<file path="config.mk">
export PLATFORM = sky130hd
export DESIGN_NAME = ram_rr_ctrl_flat
export DESIGN_NICKNAME = d
export VERILOG_FILES = /design/src/rtl/ram_pkg.sv /design/src/rtl/ram_rr_ctrl_if.sv /design/src/rtl/rr_arb2.sv /design/src/rtl/ram_rr_ctrl.sv /design/src/flat_wrapper.sv
export SDC_FILE = /design/constraint.sdc
export NUM_CORES = 1
export LEC_CHECK = 0
export BUFFER_PORTS_ARGS = -buffer_cell sky130_fd_sc_hd__buf_2
export CAP_MARGIN = 0
export CORE_MARGIN = 2
export CORE_UTILIZATION = 40
export CTS_CLUSTER_SIZE = 25
export DETAILED_ROUTE_END_ITERATION = 6
export PLACE_DENSITY = 0.69
export SLEW_MARGIN = 20
export SYNTH_ARGS = -nofsm -noshare
export SYNTH_HDL_FRONTEND = slang
export SYNTH_HIERARCHICAL = 1
export SYNTH_SLANG_ARGS = --single-unit
</file>
<file path="constraint.sdc">
create_clock -name clk -period 5.09 [get_ports clk]
set_clock_uncertainty 0.15 [all_clocks]
set_input_delay 0.509 -clock clk [delete_from_list [all_inputs] [get_ports clk]]
set_output_delay 0.509 -clock clk [all_outputs]
set_load 0.02 [all_outputs]
</file>
<file path="src/rtl/ram_pkg.sv">
// Shared constants and types for the round-robin single-port RAM controller.
package ram_pkg;

  localparam int unsigned DEPTH  = 16;
  localparam int unsigned WIDTH  = 8;
  localparam int unsigned ADDR_W = $clog2(DEPTH);

  typedef enum logic [1:0] {IDLE, ISSUE, WAIT, RESP} ram_ctrl_state_e;

  typedef struct packed {
    logic              we;
    logic [ADDR_W-1:0] addr;
    logic [WIDTH-1:0]  wdata;
  } ram_req_t;

endpackage

</file>
<file path="src/rtl/ram_rr_ctrl_if.sv">
// Requester channel: valid/ready request plus one-cycle read-response pulse.
interface ram_rr_ctrl_if;
  import ram_pkg::*;

  logic              valid;
  logic              we;
  logic [ADDR_W-1:0] addr;
  logic [WIDTH-1:0]  wdata;
  logic              ready;
  logic              rvalid;
  logic [WIDTH-1:0]  rdata;

  modport master (
    output valid, we, addr, wdata,
    input  ready, rvalid, rdata
  );

  modport slave (
    input  valid, we, addr, wdata,
    output ready, rvalid, rdata
  );

endinterface

</file>
<file path="src/rtl/rr_arb2.sv">
// Two-way round-robin arbiter; the last-granted requester drops to lowest priority.
module rr_arb2 (
  input  logic       clk,
  input  logic       rst_n,
  input  logic [1:0] req,
  input  logic       advance,
  output logic [1:0] gnt
);

  // prio_q = 0: requester 0 wins a tie, 1: requester 1 wins a tie
  logic prio_q;
  logic prio_d;

  always_comb begin
    gnt = 2'b00;
    case (req)
      2'b01:   gnt = 2'b01;
      2'b10:   gnt = 2'b10;
      2'b11:   gnt = prio_q ? 2'b10 : 2'b01;
      default: gnt = 2'b00;
    endcase
  end

  always_comb begin
    prio_d = prio_q;
    if (advance && (|gnt)) begin
      prio_d = gnt[0];
    end
  end

  always_ff @(posedge clk) begin
    if (!rst_n) begin
      prio_q <= 1'b0;
    end else begin
      prio_q <= prio_d;
    end
  end

endmodule

</file>
<file path="src/rtl/ram_rr_ctrl.sv">
// Shares one single-port RAM between two requesters with round-robin arbitration.
module ram_rr_ctrl
  import ram_pkg::*;
(
  input  logic              clk,
  input  logic              rst_n,
  ram_rr_ctrl_if.slave      m0,
  ram_rr_ctrl_if.slave      m1,
  output logic              ram_cs,
  output logic              ram_we,
  output logic              ram_oe,
  output logic [ADDR_W-1:0] ram_addr,
  output logic [WIDTH-1:0]  ram_data_in,
  input  logic [WIDTH-1:0]  ram_data_out
);

  ram_ctrl_state_e  state_q, state_d;
  ram_req_t         req_q, req_d;
  logic             gnt_sel_q, gnt_sel_d;
  logic             ram_cs_q, ram_cs_d;
  logic             ram_we_q, ram_we_d;
  logic             ram_oe_q, ram_oe_d;
  logic             rvalid0_q, rvalid0_d;
  logic             rvalid1_q, rvalid1_d;
  logic [WIDTH-1:0] rdata0_q, rdata0_d;
  logic [WIDTH-1:0] rdata1_q, rdata1_d;
  logic [1:0]       gnt;
  logic             accept;

  rr_arb2 u_arb (
    .clk     (clk),
    .rst_n   (rst_n),
    .req     ({m1.valid, m0.valid}),
    .advance (accept),
    .gnt     (gnt)
  );

  assign accept   = (state_q == IDLE) && (|gnt);
  assign m0.ready = rst_n && accept && gnt[0];
  assign m1.ready = rst_n && accept && gnt[1];

  // state register
  always_ff @(posedge clk) begin
    if (!rst_n) begin
      state_q <= IDLE;
    end else begin
      state_q <= state_d;
    end
  end

  // next-state logic
  always_comb begin
    state_d = state_q;
    case (state_q)
      IDLE:    if (accept) state_d = ISSUE;
      ISSUE:   state_d = req_q.we ? IDLE : WAIT;
      WAIT:    state_d = RESP;
      RESP:    state_d = IDLE;
      default: state_d = IDLE;
    endcase
  end

  // output logic: registered RAM pins follow the state being entered
  always_comb begin
    req_d     = req_q;
    gnt_sel_d = gnt_sel_q;
    rdata0_d  = rdata0_q;
    rdata1_d  = rdata1_q;

    if (accept) begin
      gnt_sel_d = gnt[1];
      if (gnt[1]) begin
        req_d.we    = m1.we;
        req_d.addr  = m1.addr;
        req_d.wdata = m1.wdata;
      end else begin
        req_d.we    = m0.we;
        req_d.addr  = m0.addr;
        req_d.wdata = m0.wdata;
      end
    end

    ram_cs_d  = (state_d == ISSUE);
    ram_we_d  = ram_cs_d && req_d.we;
    ram_oe_d  = (ram_cs_d && !req_d.we) || (state_d == WAIT);
    rvalid0_d = (state_d == RESP) && !gnt_sel_d;
    rvalid1_d = (state_d == RESP) && gnt_sel_d;

    // RAM read data is valid during WAIT
    if (state_q == WAIT) begin
      if (gnt_sel_q) begin
        rdata1_d = ram_data_out;
      end else begin
        rdata0_d = ram_data_out;
      end
    end
  end

  // output and request-latch registers
  always_ff @(posedge clk) begin
    if (!rst_n) begin
      req_q     <= '0;
      gnt_sel_q <= 1'b0;
      ram_cs_q  <= 1'b0;
      ram_we_q  <= 1'b0;
      ram_oe_q  <= 1'b0;
      rvalid0_q <= 1'b0;
      rvalid1_q <= 1'b0;
      rdata0_q  <= '0;
      rdata1_q  <= '0;
    end else begin
      req_q     <= req_d;
      gnt_sel_q <= gnt_sel_d;
      ram_cs_q  <= ram_cs_d;
      ram_we_q  <= ram_we_d;
      ram_oe_q  <= ram_oe_d;
      rvalid0_q <= rvalid0_d;
      rvalid1_q <= rvalid1_d;
      rdata0_q  <= rdata0_d;
      rdata1_q  <= rdata1_d;
    end
  end

  assign ram_cs      = ram_cs_q;
  assign ram_we      = ram_we_q;
  assign ram_oe      = ram_oe_q;
  assign ram_addr    = req_q.addr;
  assign ram_data_in = req_q.wdata;
  assign m0.rvalid   = rvalid0_q;
  assign m0.rdata    = rdata0_q;
  assign m1.rvalid   = rvalid1_q;
  assign m1.rdata    = rdata1_q;

endmodule

</file>
<file path="src/flat_wrapper.sv">
// flat-port wrapper written by rule: the top's interface ports become plain ports
module ram_rr_ctrl_flat import ram_pkg::*;
  (clk, rst_n, ram_cs, ram_we, ram_oe, ram_addr, ram_data_in, ram_data_out, m0_valid, m0_we, m0_addr, m0_wdata, m0_ready, m0_rvalid, m0_rdata, m1_valid, m1_we, m1_addr, m1_wdata, m1_ready, m1_rvalid, m1_rdata);
  ram_rr_ctrl_if m0_i ();
  ram_rr_ctrl_if m1_i ();
  input  logic clk;
  input  logic rst_n;
  output logic ram_cs;
  output logic ram_we;
  output logic ram_oe;
  output logic [ADDR_W-1:0] ram_addr;
  output logic [WIDTH-1:0] ram_data_in;
  input  logic [WIDTH-1:0] ram_data_out;
  input wire logic [$bits(m0_i.valid)-1:0] m0_valid;
  input wire logic [$bits(m0_i.we)-1:0] m0_we;
  input wire logic [$bits(m0_i.addr)-1:0] m0_addr;
  input wire logic [$bits(m0_i.wdata)-1:0] m0_wdata;
  output wire logic [$bits(m0_i.ready)-1:0] m0_ready;
  output wire logic [$bits(m0_i.rvalid)-1:0] m0_rvalid;
  output wire logic [$bits(m0_i.rdata)-1:0] m0_rdata;
  input wire logic [$bits(m1_i.valid)-1:0] m1_valid;
  input wire logic [$bits(m1_i.we)-1:0] m1_we;
  input wire logic [$bits(m1_i.addr)-1:0] m1_addr;
  input wire logic [$bits(m1_i.wdata)-1:0] m1_wdata;
  output wire logic [$bits(m1_i.ready)-1:0] m1_ready;
  output wire logic [$bits(m1_i.rvalid)-1:0] m1_rvalid;
  output wire logic [$bits(m1_i.rdata)-1:0] m1_rdata;
  assign m0_i.valid = m0_valid;
  assign m0_i.we = m0_we;
  assign m0_i.addr = m0_addr;
  assign m0_i.wdata = m0_wdata;
  assign m0_ready = m0_i.ready;
  assign m0_rvalid = m0_i.rvalid;
  assign m0_rdata = m0_i.rdata;
  assign m1_i.valid = m1_valid;
  assign m1_i.we = m1_we;
  assign m1_i.addr = m1_addr;
  assign m1_i.wdata = m1_wdata;
  assign m1_ready = m1_i.ready;
  assign m1_rvalid = m1_i.rvalid;
  assign m1_rdata = m1_i.rdata;
  ram_rr_ctrl u_core (.clk(clk), .rst_n(rst_n), .m0(m0_i), .m1(m1_i), .ram_cs(ram_cs), .ram_we(ram_we), .ram_oe(ram_oe), .ram_addr(ram_addr), .ram_data_in(ram_data_in), .ram_data_out(ram_data_out));
endmodule
</file>
==> flow_summary.toml <==
[pwr]
p_per_area_nw_per_um2 = 364
ir_worst_vdd_mv = 0.174
p_leak_nw = 1.04

[final_layout]
fillers = 390
multi_input_area_um2 = 763
drive_gt1_share_pct = 36.8
num_antenna_cells = 0
nNetsFinal = 265
syn_to_final_growth_pct = 21.0
seqCellArea_um2 = 761

[floorplanning]
dieArea_um2 = 4790
die_h_um = 69.2
coreArea_um2 = 4060
io_pins = 73
rows = 23
initial_core_util_pct = 41.9
die_width_um = 69.2

[hold_path]
hp-start = "u_core/m1.rdata[4]$_SDFFE_PN0P_"
worstHoldPathCells = 2
hold_path_class = "register to register"
hold_end = "u_core/m1.rdata[4]$_SDFFE_PN0P_"

[setup_path]
cp.arrival_ns = 1.98
rr_worst_depth = 6
r2r-end = "u_core/u_arb/prio_q$_SDFFE_PN0P_"
critPathLaunch = "u_core/u_arb/prio_q$_SDFFE_PN0P_"
required_ns = 4.43
crit_type = "register to output pin"
r2r-start = "u_core/u_arb/prio_q$_SDFFE_PN0P_"
endpoint_kind = "output pin"
rrSetupSlack_ns = 2.53
cp-start-kind = "register"
critPathMaxFanout = 17

[global_routing]
first_global_vias = 1256
grt_pass1_wl_mm = 5.82
grt_max_degree = 41
track_usage_pct = 14.8
grt_antenna_before_repair = 0
overflow = 0

[timing]
worst_pin_slew_ns = 1.04
period_needed_ns = 2.64
setup_viol = 0
final.setup.worst_slack_ns = 2.45
relSlewSlack_pct = 30.4
rsz0062_at_grt = "false"
tns_ns = 0
fmaxAchievable_mhz = 379
slew_viol_final = 0
hold_viol = 0
period_share_pct = 51.8

[clock_network]
post_cts_buffers = 0
clock_latency_ns = 0.29
h-tree-depth = 2
ctsLongestPathBuffers = 2
ctsResizeCount = 0
cts.sinks = 38
cts_buffers = 5
clk_pin_slew_ns = 0.07
cts_tree = "built"
cts_hold_buf = 0
clockRootBuffer = "clkbuf_8"

[synthesis]
synth_seq_cells = 38
netlist.area_leader.share_pct = 44.7
synth_ff_type = "dfxtp_1"
synthesis.instances = 172
ys_warn_count = 6
syn-num-nets = 210
avgSynthCellArea_um2 = 9.89
synth-edff-count = 0
synthArstFlopShare_pct = 0
synthTopCellsByCount = "38 x dfxtp_1, 20 x mux2i_1, 20 x nand3_1"
ys_seq_area_share_pct = 44.7
synth_cell_types = 26
syn_area_um2 = 1700
synth_top_cell_by_area = "dfxtp_1"
yosysMostFrequentCell = "dfxtp_1"
synth_area_leaders = "dfxtp_1 45%, mux2i_1 12%, o211a_1 7.1%, buf_4 6.2%, nand3_1 5.9%"

[route]
wl_met3_um = 311
ant_nets = 0
met1_length_mm = 1.59
dr_wl_met2_mm = 1.54
routed.top_layer = "met4"
vias = 1365
wl_per_cell_um = 12.5
viasPerCell = 4.91
totalWireLength_mm = 3.46
drtIter0Drc = 66
drtPass1Iterations = 4
drt_drc_violations_left = 0

[place]
gp_congestion = 0.725
place_ws_ns = 2.34
hpwl_mm = 2.41
port-buffer-count = 72

[outcome]
status = "finished, final reports clean"

[flow_run]
cap_violations = 0
## layout by cell type (no fill, tap or decap), drive strengths merged
cell	instances
a21boi	11
a21oi	1
a31o	1
and2	1
and3	4
and4b	1
buf	73
clkbuf	6
clkinv	1
clkinvlp	1
dfxtp	38
inv	2
mux2	1
mux2i	20
nand2	11
nand3	20
nand3b	1
nor2	4
nor2b	9
nor3	1
nor3b	3
o211a	12
o21a	3
o21ai	1
or2	2
## worst max path at each step
stage / endpoint / cells past startpoint
2_1_floorplan: m1_ready / 4
3_3_place_gp: u_core/u_arb/prio_q$_SDFFE_PN0P_ / 6
3_5_place_dp: u_core/u_arb/prio_q$_SDFFE_PN0P_ / 6
4_1_cts: m1_ready / 4
5_1_grt: u_core/u_arb/prio_q$_SDFFE_PN0P_ / 6
6_report: m1_ready / 4
## state kept, by name, indices dropped and copies added (netlist names), 2 cells and up
register	cells
u_core/state_q	2
u_core/m1.rdata	8
u_core/ram_data_in	8
u_core/ram_addr	4
u_core/m0.rdata	8
## cell type report
class,instances,share of cell area (%)
Inverter,2,0.365
Timing Repair Buffer,73,17.9
Clock buffer,6,4.01
Clock inverter,2,0.608
Sequential cell,38,37.0
Multi-Input combinational cell,107,37.1
Tap cell,50,3.04
## critical path: stages (launching register included)
cell and delay (ns):
dfxtp_1 0.37, inv_1 0.06, a21boi_2 0.81, and3_1 0.28, buf_2 0.16
## cells by family after synthesis
group,share of synthesized area (%)
simple gates,17.9
flops,44.7
compound gates,14.3
buf+inv,10.6
mux,12.4
## power breakdown
group | leakage (nW) | total (mW) | switching (mW) | internal (mW)
registers | 0.311 | 0.350 | 0.0201 | 0.330
clock network | 0.0472 | 0.214 | 0.105 | 0.109
logic | 0.679 | 0.185 | 0.109 | 0.0753
total | 1.04 | 0.749 | 0.235 | 0.514
## per-stage QoR
stage	cell area, µm²	utilization, %	total power, mW	hold WS [ns]	instances
global placement	1960	48.4	0.541	0.300	270
detailed placement	1960	48.4	0.543	0.305	270
floorplan	1700	-	0.511	0.323	172
CTS	2060	50.7	0.758	0.316	278
finish	2060	50.7	0.749	0.314	278
global route	2060	50.7	0.796	0.339	278
## routing by layer
metal / track usage [%] / up-vias
met5: 0 / -
met4: 3.27 / 0
met3: 5.81 / 4
met2: 23.4 / 64
met1: 19.0 / 601
li1: - / 696
Power figures use the tool's default switching activity.
